--- config.mk ---
export PLATFORM = sky130hd
export DESIGN_NAME = bt_readout_gate
export DESIGN_NICKNAME = d
export VERILOG_FILES = /design/src/rtl/bt_readout_gate.sv
export SDC_FILE = /design/constraint.sdc
export NUM_CORES = 1
export LEC_CHECK = 0
export BUFFER_PORTS_ARGS = -buffer_cell sky130_fd_sc_hd__buf_2
export CORE_ASPECT_RATIO = 1.2
export CORE_MARGIN = 5
export CORE_UTILIZATION = 45
export DETAILED_ROUTE_END_ITERATION = 8
export PLACE_DENSITY = 0.75
export SKIP_LAST_GASP = 1
export SLEW_MARGIN = 15
export SYNTH_ARGS = -nofsm -noshare
export SYNTH_HDL_FRONTEND = slang
export SYNTH_SLANG_ARGS = --single-unit
--- constraint.sdc ---
create_clock -name okClk -period 4.2 [get_ports okClk]
set_input_delay 0.84 -clock okClk [delete_from_list [all_inputs] [get_ports okClk]]
set_output_delay 0.84 -clock okClk [all_outputs]
set_load 0.02 [all_outputs]
--- src/rtl/bt_readout_gate.sv ---
// Block-throttled readout gate between the loopback FIFO read side and a
// BTPipeOut endpoint.
//
// Ports:
//   okClk, rst         : host clock, asynchronous active-high reset
//   soft_clr           : synchronous clear (shared with the FIFO srst)
//   fifo_wr_en         : upstream write strobe, used only for level tracking
//   fifo_full/empty    : FIFO status
//   fifo_dout          : FIFO read data, valid one cycle after fifo_rd_en
//   fifo_rd_en         : FIFO read enable (combinational)
//   invert_sel         : output inversion select, sampled at block start
//   ep_read            : pipe-out read strobe
//   ep_blockstrobe     : pipe-out block start strobe
//   ep_ready           : a full block is available to the host
//   ep_datain          : data to the pipe-out endpoint
//   level              : tracked FIFO occupancy
//   blocks_sent        : completed block count (wraps)
//   underrun/proto_err : sticky error flags
module bt_readout_gate #(
    parameter int WIDTH       = 32,
    parameter int BLOCK_WORDS = 256,
    parameter int DEPTH       = 1024,
    localparam int LVL_W      = $clog2(DEPTH + 1)
) (
    input  logic             okClk,
    input  logic             rst,
    input  logic             soft_clr,
    input  logic             fifo_wr_en,
    input  logic             fifo_full,
    input  logic             fifo_empty,
    input  logic [WIDTH-1:0] fifo_dout,
    output logic             fifo_rd_en,
    input  logic             invert_sel,
    input  logic             ep_read,
    input  logic             ep_blockstrobe,
    output logic             ep_ready,
    output logic [WIDTH-1:0] ep_datain,
    output logic [LVL_W-1:0] level,
    output logic [15:0]      blocks_sent,
    output logic             underrun,
    output logic             proto_err
);

    localparam int CNT_W = (BLOCK_WORDS > 2) ? $clog2(BLOCK_WORDS) : 1;

    typedef enum logic {
        IDLE,
        BURST
    } state_t;

    state_t           state;
    state_t           state_nx;
    logic [CNT_W-1:0] word_cnt;
    logic [LVL_W-1:0] level_nx;
    logic [LVL_W-1:0] rdy_lvl;
    logic             inv_q;
    logic             rd_q;
    logic             wr_ok;
    logic             in_burst;
    logic             last_rd;
    logic [WIDTH-1:0] data_src;

    assign in_burst   = (state == BURST);
    assign wr_ok      = fifo_wr_en & ~fifo_full;
    assign fifo_rd_en = ep_read & ~fifo_empty & in_burst;
    assign last_rd    = ep_read & in_burst &
                        (word_cnt == CNT_W'(BLOCK_WORDS - 1));

    // Occupancy tracker: saturating, a write and a read together cancel.
    always_comb begin
        level_nx = level;
        if (wr_ok && !fifo_rd_en && level != LVL_W'(DEPTH))
            level_nx = level + LVL_W'(1);
        else if (!wr_ok && fifo_rd_en && level != '0)
            level_nx = level - LVL_W'(1);
    end

    always_comb begin
        state_nx = state;
        unique case (state)
            IDLE:  if (ep_blockstrobe) state_nx = BURST;
            BURST: if (last_rd)        state_nx = IDLE;
        endcase
    end

    // While idle the ready flag trails the registered level by one cycle.
    // On the final read of a block it looks at the post-read level so a
    // following block can be offered straight away without overstating.
    assign rdy_lvl = in_burst ? level_nx : level;

    always_ff @(posedge okClk or posedge rst) begin
        if (rst) begin
            state       <= IDLE;
            level       <= '0;
            word_cnt    <= '0;
            blocks_sent <= '0;
            underrun    <= 1'b0;
            proto_err   <= 1'b0;
            inv_q       <= 1'b0;
            rd_q        <= 1'b0;
            ep_ready    <= 1'b0;
        end else if (soft_clr) begin
            state       <= IDLE;
            level       <= '0;
            word_cnt    <= '0;
            blocks_sent <= '0;
            underrun    <= 1'b0;
            proto_err   <= 1'b0;
            inv_q       <= 1'b0;
            rd_q        <= 1'b0;
            ep_ready    <= 1'b0;
        end else begin
            state    <= state_nx;
            level    <= level_nx;
            rd_q     <= fifo_rd_en;
            ep_ready <= (state_nx == IDLE) &&
                        (rdy_lvl >= LVL_W'(BLOCK_WORDS));
            unique case (state)
                IDLE: begin
                    if (ep_blockstrobe) begin
                        inv_q    <= invert_sel;
                        word_cnt <= '0;
                    end
                    if (ep_read)
                        proto_err <= 1'b1;
                end
                BURST: begin
                    if (ep_blockstrobe)
                        proto_err <= 1'b1;
                    if (ep_read) begin
                        if (fifo_empty)
                            underrun <= 1'b1;
                        if (last_rd) begin
                            word_cnt    <= '0;
                            blocks_sent <= blocks_sent + 16'd1;
                        end else begin
                            word_cnt <= word_cnt + CNT_W'(1);
                        end
                    end
                end
            endcase
        end
    end

    // Zero source whenever the previous cycle issued no FIFO read; this
    // covers underrun slots and keeps the output clean out of reset.
    assign data_src  = rd_q ? fifo_dout : '0;
    assign ep_datain = inv_q ? ~data_src : data_src;

endmodule

# Word level (Yosys, flattened, before mapping)
# Cells that the tools add are included.
[word_totals] register_bits=41 input_bits=41
[op_classes] n_addsub=4 order_cmp=1 eq_ne=7 muxes=32 bitwise_logic=10 reduce_logical=18
[op_table] cell="2-to-1 mux 16 bit" n=4
[op_table] cell="2-to-1 mux 32 bit" n=2
[op_table] cell="2-to-1 mux 11 bit" n=4
[op_table] cell="2-to-1 mux 8 bit" n=4
[op_table] cell="inverter 32 bit" n=1
[op_table] cell="adder 16 x 1 -> 16 bit (second input constant)" n=1
[op_table] cell="case mux 8 bit (2 select lines)" n=1
[op_table] cell="2-to-1 mux 1 bit" n=15
[op_table] cell="!= test 3 bit (second input constant)" n=4
[op_table] cell="adder 11 x 1 -> 11 bit (second input constant)" n=1
[op_table] cell="greater-or-equal comparator 11 x 9 -> 1 bit (second input constant)" n=1
[op_table] cell="!= test 11 bit (second input constant)" n=1
[op_table] cell="nonzero test 11 bit" n=1
[op_table] cell="subtractor 11 x 1 -> 11 bit (second input constant)" n=1
[op_table] cell="nonzero test 2 bit" n=5
[op_table] cell="adder 8 x 1 -> 8 bit (second input constant)" n=1
[op_table] cell="== test 8 bit (second input constant)" n=1
[op_table] cell="AND reduction 2 bit" n=3
[op_table] cell="AND reduction 3 bit" n=2
[op_table] cell="AND 1 bit" n=5
[op_table] cell="logical AND 1 bit" n=5
[op_table] cell="inverter 1 bit" n=4
[op_table] cell="case mux 1 bit (2 select lines)" n=2
[op_table] cell="zero test 1 bit" n=2
[op_table] cell="!= test 2 bit (second input constant)" n=1

# Longest topological paths before layout
[depth] depth_word=11 mapped_depth=8 mapped_depth_nobuf=8

# Worst setup path before layout
# Ideal clock, no wire load.
[synth_timing] kind="input to register" startpoint="input port fifo_empty" endpoint="register ep_ready" arrival_time_ns=2.478 t_required_ns=4.116 path_slack_ns=1.638 stages=7 path_cell_list="and3b_1 -> buf_6 -> or2_4 -> nor4_4 -> a21oi_1 -> or4_4 -> a41oi_2"
[synth_via] elab_chain_len=11 elab_cells_between_ends=14
[synth_rtl] item="start: declaration" line_no="30" text="input logic fifo_empty,"
[synth_rtl] item="inverter 1 bit (*)" line_no="65" text="assign fifo_rd_en = ep_read & ~fifo_empty & in_burst;"
[synth_rtl] item="AND 1 bit (*) (2 in a row)" line_no="65"
[synth_rtl] item="net fifo_rd_en" line_no="32" text="output logic fifo_rd_en,"
[synth_rtl] item="logical AND 1 bit / zero test 1 bit (equally long branches)" line_no="74, 72"
[synth_rtl] item="logical AND 1 bit, on equally long branches" line_no="74, 72"
[synth_rtl] item="2-to-1 mux 11 bit / logical AND 1 bit (equally long branches)" line_no="74, 72"
[synth_rtl] item="2-to-1 mux 11 bit (*)" line_no="72" text="if (wr_ok && !fifo_rd_en && level != LVL_W'(DEPTH))"
[synth_rtl] item="2-to-1 mux 11 bit (*)" line_no="89" text="assign rdy_lvl = in_burst ? level_nx : level;"
[synth_rtl] item="greater-or-equal comparator 11 x 9 -> 1 bit (*)" line_no="117" text="(rdy_lvl >= LVL_W'(BLOCK_WORDS));"
[synth_rtl] item="logical AND 1 bit (*)" line_no="116" text="ep_ready <= (state_nx == IDLE) &&"
[synth_rtl] item="2-to-1 mux 1 bit (*)" line_no="102" text="end else if (soft_clr) begin"
[synth_rtl] item="end signal: assignment" line_no="116"
[synth_rtl] item="end: declaration" line_no="36" text="output logic ep_ready,"
# The timed path passes the listed nets; every way through them passes the cells marked *.
# A chain may end at the register's enable or synchronous reset.

# Worst setup path after layout
[layout_timing] startpoint="register rd_q" endpoint="output port ep_datain[27]"
[layout_via] elab_chain_len=3
[layout_rtl] item="start: declaration" line_no="57" text="logic rd_q;"
[layout_rtl] item="start signal: assignment" line_no="115" text="rd_q <= fifo_rd_en;"
[layout_rtl] item="2-to-1 mux 32 bit (*)" line_no="147" text="assign data_src = rd_q ? fifo_dout : '0;"
[layout_rtl] item="inverter 32 bit" line_no="148" text="assign ep_datain = inv_q ? ~data_src : data_src;"
[layout_rtl] item="2-to-1 mux 32 bit (*)" line_no="148"
[layout_rtl] item="end: declaration" line_no="37" text="output logic [WIDTH-1:0] ep_datain,"
# Every way passes the cells marked *; elsewhere a longest branch is shown, timed or not.

==> results.txt <==
The run finished with clean final reports. The worst-case clock buffer depth was 2. For the iteration count of the initial detailed-routing pass, the log shows 4. The run gives 0.581 as the share of the core filled with cells. The share of layout cells above drive strength 1 is 0.303, and the flip-flop and latch count after synthesis is 41. Cell type with the highest aggregate area in the netlist: dfrtp_1.

The first global-routing pass estimated 11000 um of wire. After synthesis, the cell types taking the most area are dfrtp_1 39%, xnor2_1 13%, nand2_1 7.3%. The synthesized netlist occupies a cell area of 2630 um^2. The number of antenna violations at the first check in global routing came out at 0. Number of global-route vias before repair: 2350. Post-CTS repair changed the size of 0 cells. The routed wirelength normalized by instance count was 13.9 um. The logs give 104 for the I/O pin count and 519 for the filler cell count in the final layout. The fraction of synthesis flops using an asynchronous set or reset pin came out at 1.00. The worst register-to-register path begins at in_burst. Entering global routing, the biggest net connects 37 pins. After clock tree synthesis, the setup repair step added 0 buffers.

For the part of the Yosys area used for sequential elements, the log shows 0.391. Detailed placement ended at an HPWL of 5140 um. The startpoint class of the critical path was a register.

For this block, the initial DRC count from the detailed router was 117. Relative to the synthesized area, the layout overhead comes to 25.5%. The number of nets in the layout is 448, and the maximum VDD drop is 177 uV. The residual antenna-violating net count after detailed routing is 0, and the via count is 2469. Dividing total power by cell area gives a power density of 252 nW/um^2.

The vertical die dimension was 93.7 um. Max-slew headroom at the worst pin: 0.358. For the worst endpoint data arrival time, the log shows 1.80 ns. In this run, post-CTS hold repair placed 0 buffers. Setup repair after global routing left no endpoint under its margin. The worst hold path belongs to the class reg2reg.

The number of enable-type register cells in the synthesized netlist is 0, and the required time reported for the critical path endpoint is 3.36 ns. Launching element of the worst setup path: rd_q. The worst clock skew is 0.00506 ns, and the total die area is 7470 um^2. Global routing finished with a remaining overflow of 0.

The ratio of final minimum period to clock period was 0.627; the number of standard-cell rows in the floorplan was 30. Summed over all layers, the routed wires come to 6700 um. The worst path in the final design needs a cycle of 2.64 ns, including I/O delays and setup. The die is 79.7 um wide. The number of failing hold endpoints at the final stage came out at 0. Synthesis produced a netlist whose cell count is 306. The tool flagged a number of max-cap violations equal to 0. The summed negative setup slack over all endpoints was 0 ns; the clock transition at the registers of the reported paths was 0.07 ns. The congestion estimate from routability-driven global placement came to 0.921. Using the TritonRoute via totals, the vias-per-cell ratio works out to 5.11.

The endpoint kind of the worst setup timing path is an output pin. The final setup violation count is 0, and the CTS H-tree depth is 2. For this run, the leading register cell type out of synthesis is dfrtp_1. The proportion of netlist area held by the largest area contributor is 0.391, and the number of clock sinks is 41. The run gives 235 uW as the net switching power of the design. At the pin with the least slew margin, the transition time is 0.956 ns.

In this run the most critical hold path is launched from word_cnt[5]. Starting utilization of the core area: 0.463. The logs give 0.303 for the clock network fraction of total power and 0.182 for the overall track demand over capacity in global routing. The total number of yosys warnings was 0.

The region available for standard cell placement spans 5670 um^2. The maximum fanout count along the critical path came out at 32. The cell sitting at the root of the clock tree is a clkbuf_8.

Max-slew violation count: 0. Clock tree synthesis inserted a total of 5 buffers. The repair_antennas step left the layout with diodes totalling 0. The switching share of power came out at 0.284. The tools report the total DRC errors in the routed layout as 0. In this run the static leakage power is 0.00162 uW. TritonCTS built the clock tree. The run gives 0.29 ns as the source-to-sink clock delay at the later pin of the worst-skew pair.

The total of buffers placed on input and output ports is 103. For the relative contribution of sequential cells to total power, the log shows 0.496. Derived from the worst setup path, the maximum achievable clock frequency is 379 MHz. For the part of the total power dissipated in combinational logic, the log shows 0.200. The number of different library cells used by synthesis comes to 45.

Synthesis produced a netlist with a net count of 351. The synthesized area per cell works out to 8.58 um^2. The worst setup path category is reg2out. The run gives 594 uW as the cell internal power dissipation. Total power for the finished layout comes to 829 uW.
[per-stage QoR]
stage / std cells / setup WS, ns / hold WS [ns] / instance area [um^2]
after floorplan: 306 / 1.64 / 0.470 / 2630
after global placement: 476 / 1.53 / 0.491 / 3200
after detailed placement: 476 / 1.45 / 0.501 / 3200
after CTS: 483 / 1.51 / 0.512 / 3290
after global routing: 483 / 1.28 / 0.534 / 3290
final: 483 / 1.56 / 0.510 / 3290
[power by group through the flow]
stage	logic, uW	clock network [uW]	registers, uW
2_1_floorplan	106	0	420
3_3_place_gp	165	0	418
3_5_place_dp	167	0	419
4_1_cts	168	263	411
5_1_grt	181	284	413
6_report	166	251	412
[cell families (layout without fill, tap and decap cells)]
group | after synthesis | after routing | synth area share
adders and majority gates | 4 | 4 | 0.0191
AOI/OAI and AO/OA | 39 | 39 | 0.102
xor gates and xnor gates | 55 | 55 | 0.184
muxes | 2 | 2 | 0.00763
and+or+nand+nor | 143 | 143 | 0.263
DFF | 41 | 41 | 0.391
buffers and inverters | 22 | 119 | 0.0343
[sequential cells by signal, indices dropped and copies added, names as in the netlist]
name / count
level: 11
inv_q: 1
blocks_sent: 16
proto_err: 1
ep_ready: 1
rd_q: 1
underrun: 1
in_burst: 1
word_cnt: 8
[metal layers]
layer / GRT usage / up-vias / wire (um)
met3: 0.0432 / 6 / 381
met1: 0.226 / 1164 / 2830
met2: 0.320 / 71 / 3430
met5: 0 / - / 0
met4: 0.0344 / 0 / 57
li1: - / 1228 / -
[worst max-delay path: stages, from the launching register on]
cell	delay, ns
dfrtp_1	0.92
nand2_1	0.17
xnor2_1	0.22
buf_2	0.20
[final cells by class]
cell class                 instances  area [um^2]  area share
timing repair buffer             106          538       0.163
sequential                        41         1030       0.312
multi-input combinational        243         1520       0.462
clock buffer                       7         86.3      0.0262
tap                               80          100      0.0304
inverter                           6         22.5     0.00684
[layout by cell type, fill, tap and decap left out, drive strengths merged, types with 3 or more instances in the layout]
master and count:
nor4 3, nand2 51, nand3 12, nand2b 4, and4 3, and3 7, clkbuf 7, ha 4
nor2b 4, xor2 15, o31ai 3, inv 5, o21ai 12, nor2 38, nor3 8, buf 106
xnor2 40, nand4 5, dfrtp 41, a21oi 7
[cells in the mapped netlist (all sizes together), types with 2 or more instances]
cell    count
nand4       5
dfrtp      41
a21oi       7
xor2       15
a31oi       2
or4         2
nor3        8
clkbuf     12
nor2b       4
inv         6
ha          4
and4        3
buf         4
nand2      51
or3         2
a211oi      2
nor2       38
mux2i       2
nand3      12
o32ai       2
o21ai      12
o31ai       3
nand2b      4
xnor2      40
or2         2
nor4        3
and3        7
[worst paths after layout]
path	endpoint	slack, ns	cells after the start
worst max-delay path	ep_datain[27]	1.56	3
max in group asynchronous	word_cnt[3]	2.91	3
worst min register to register	word_cnt[5]	0.51	1
min in group asynchronous	inv_q	0.65	2
worst max register to register	ep_ready	1.84	6
worst min-delay path	word_cnt[5]	0.51	1
No activity file was read; power rests on OpenSTA's default activity.
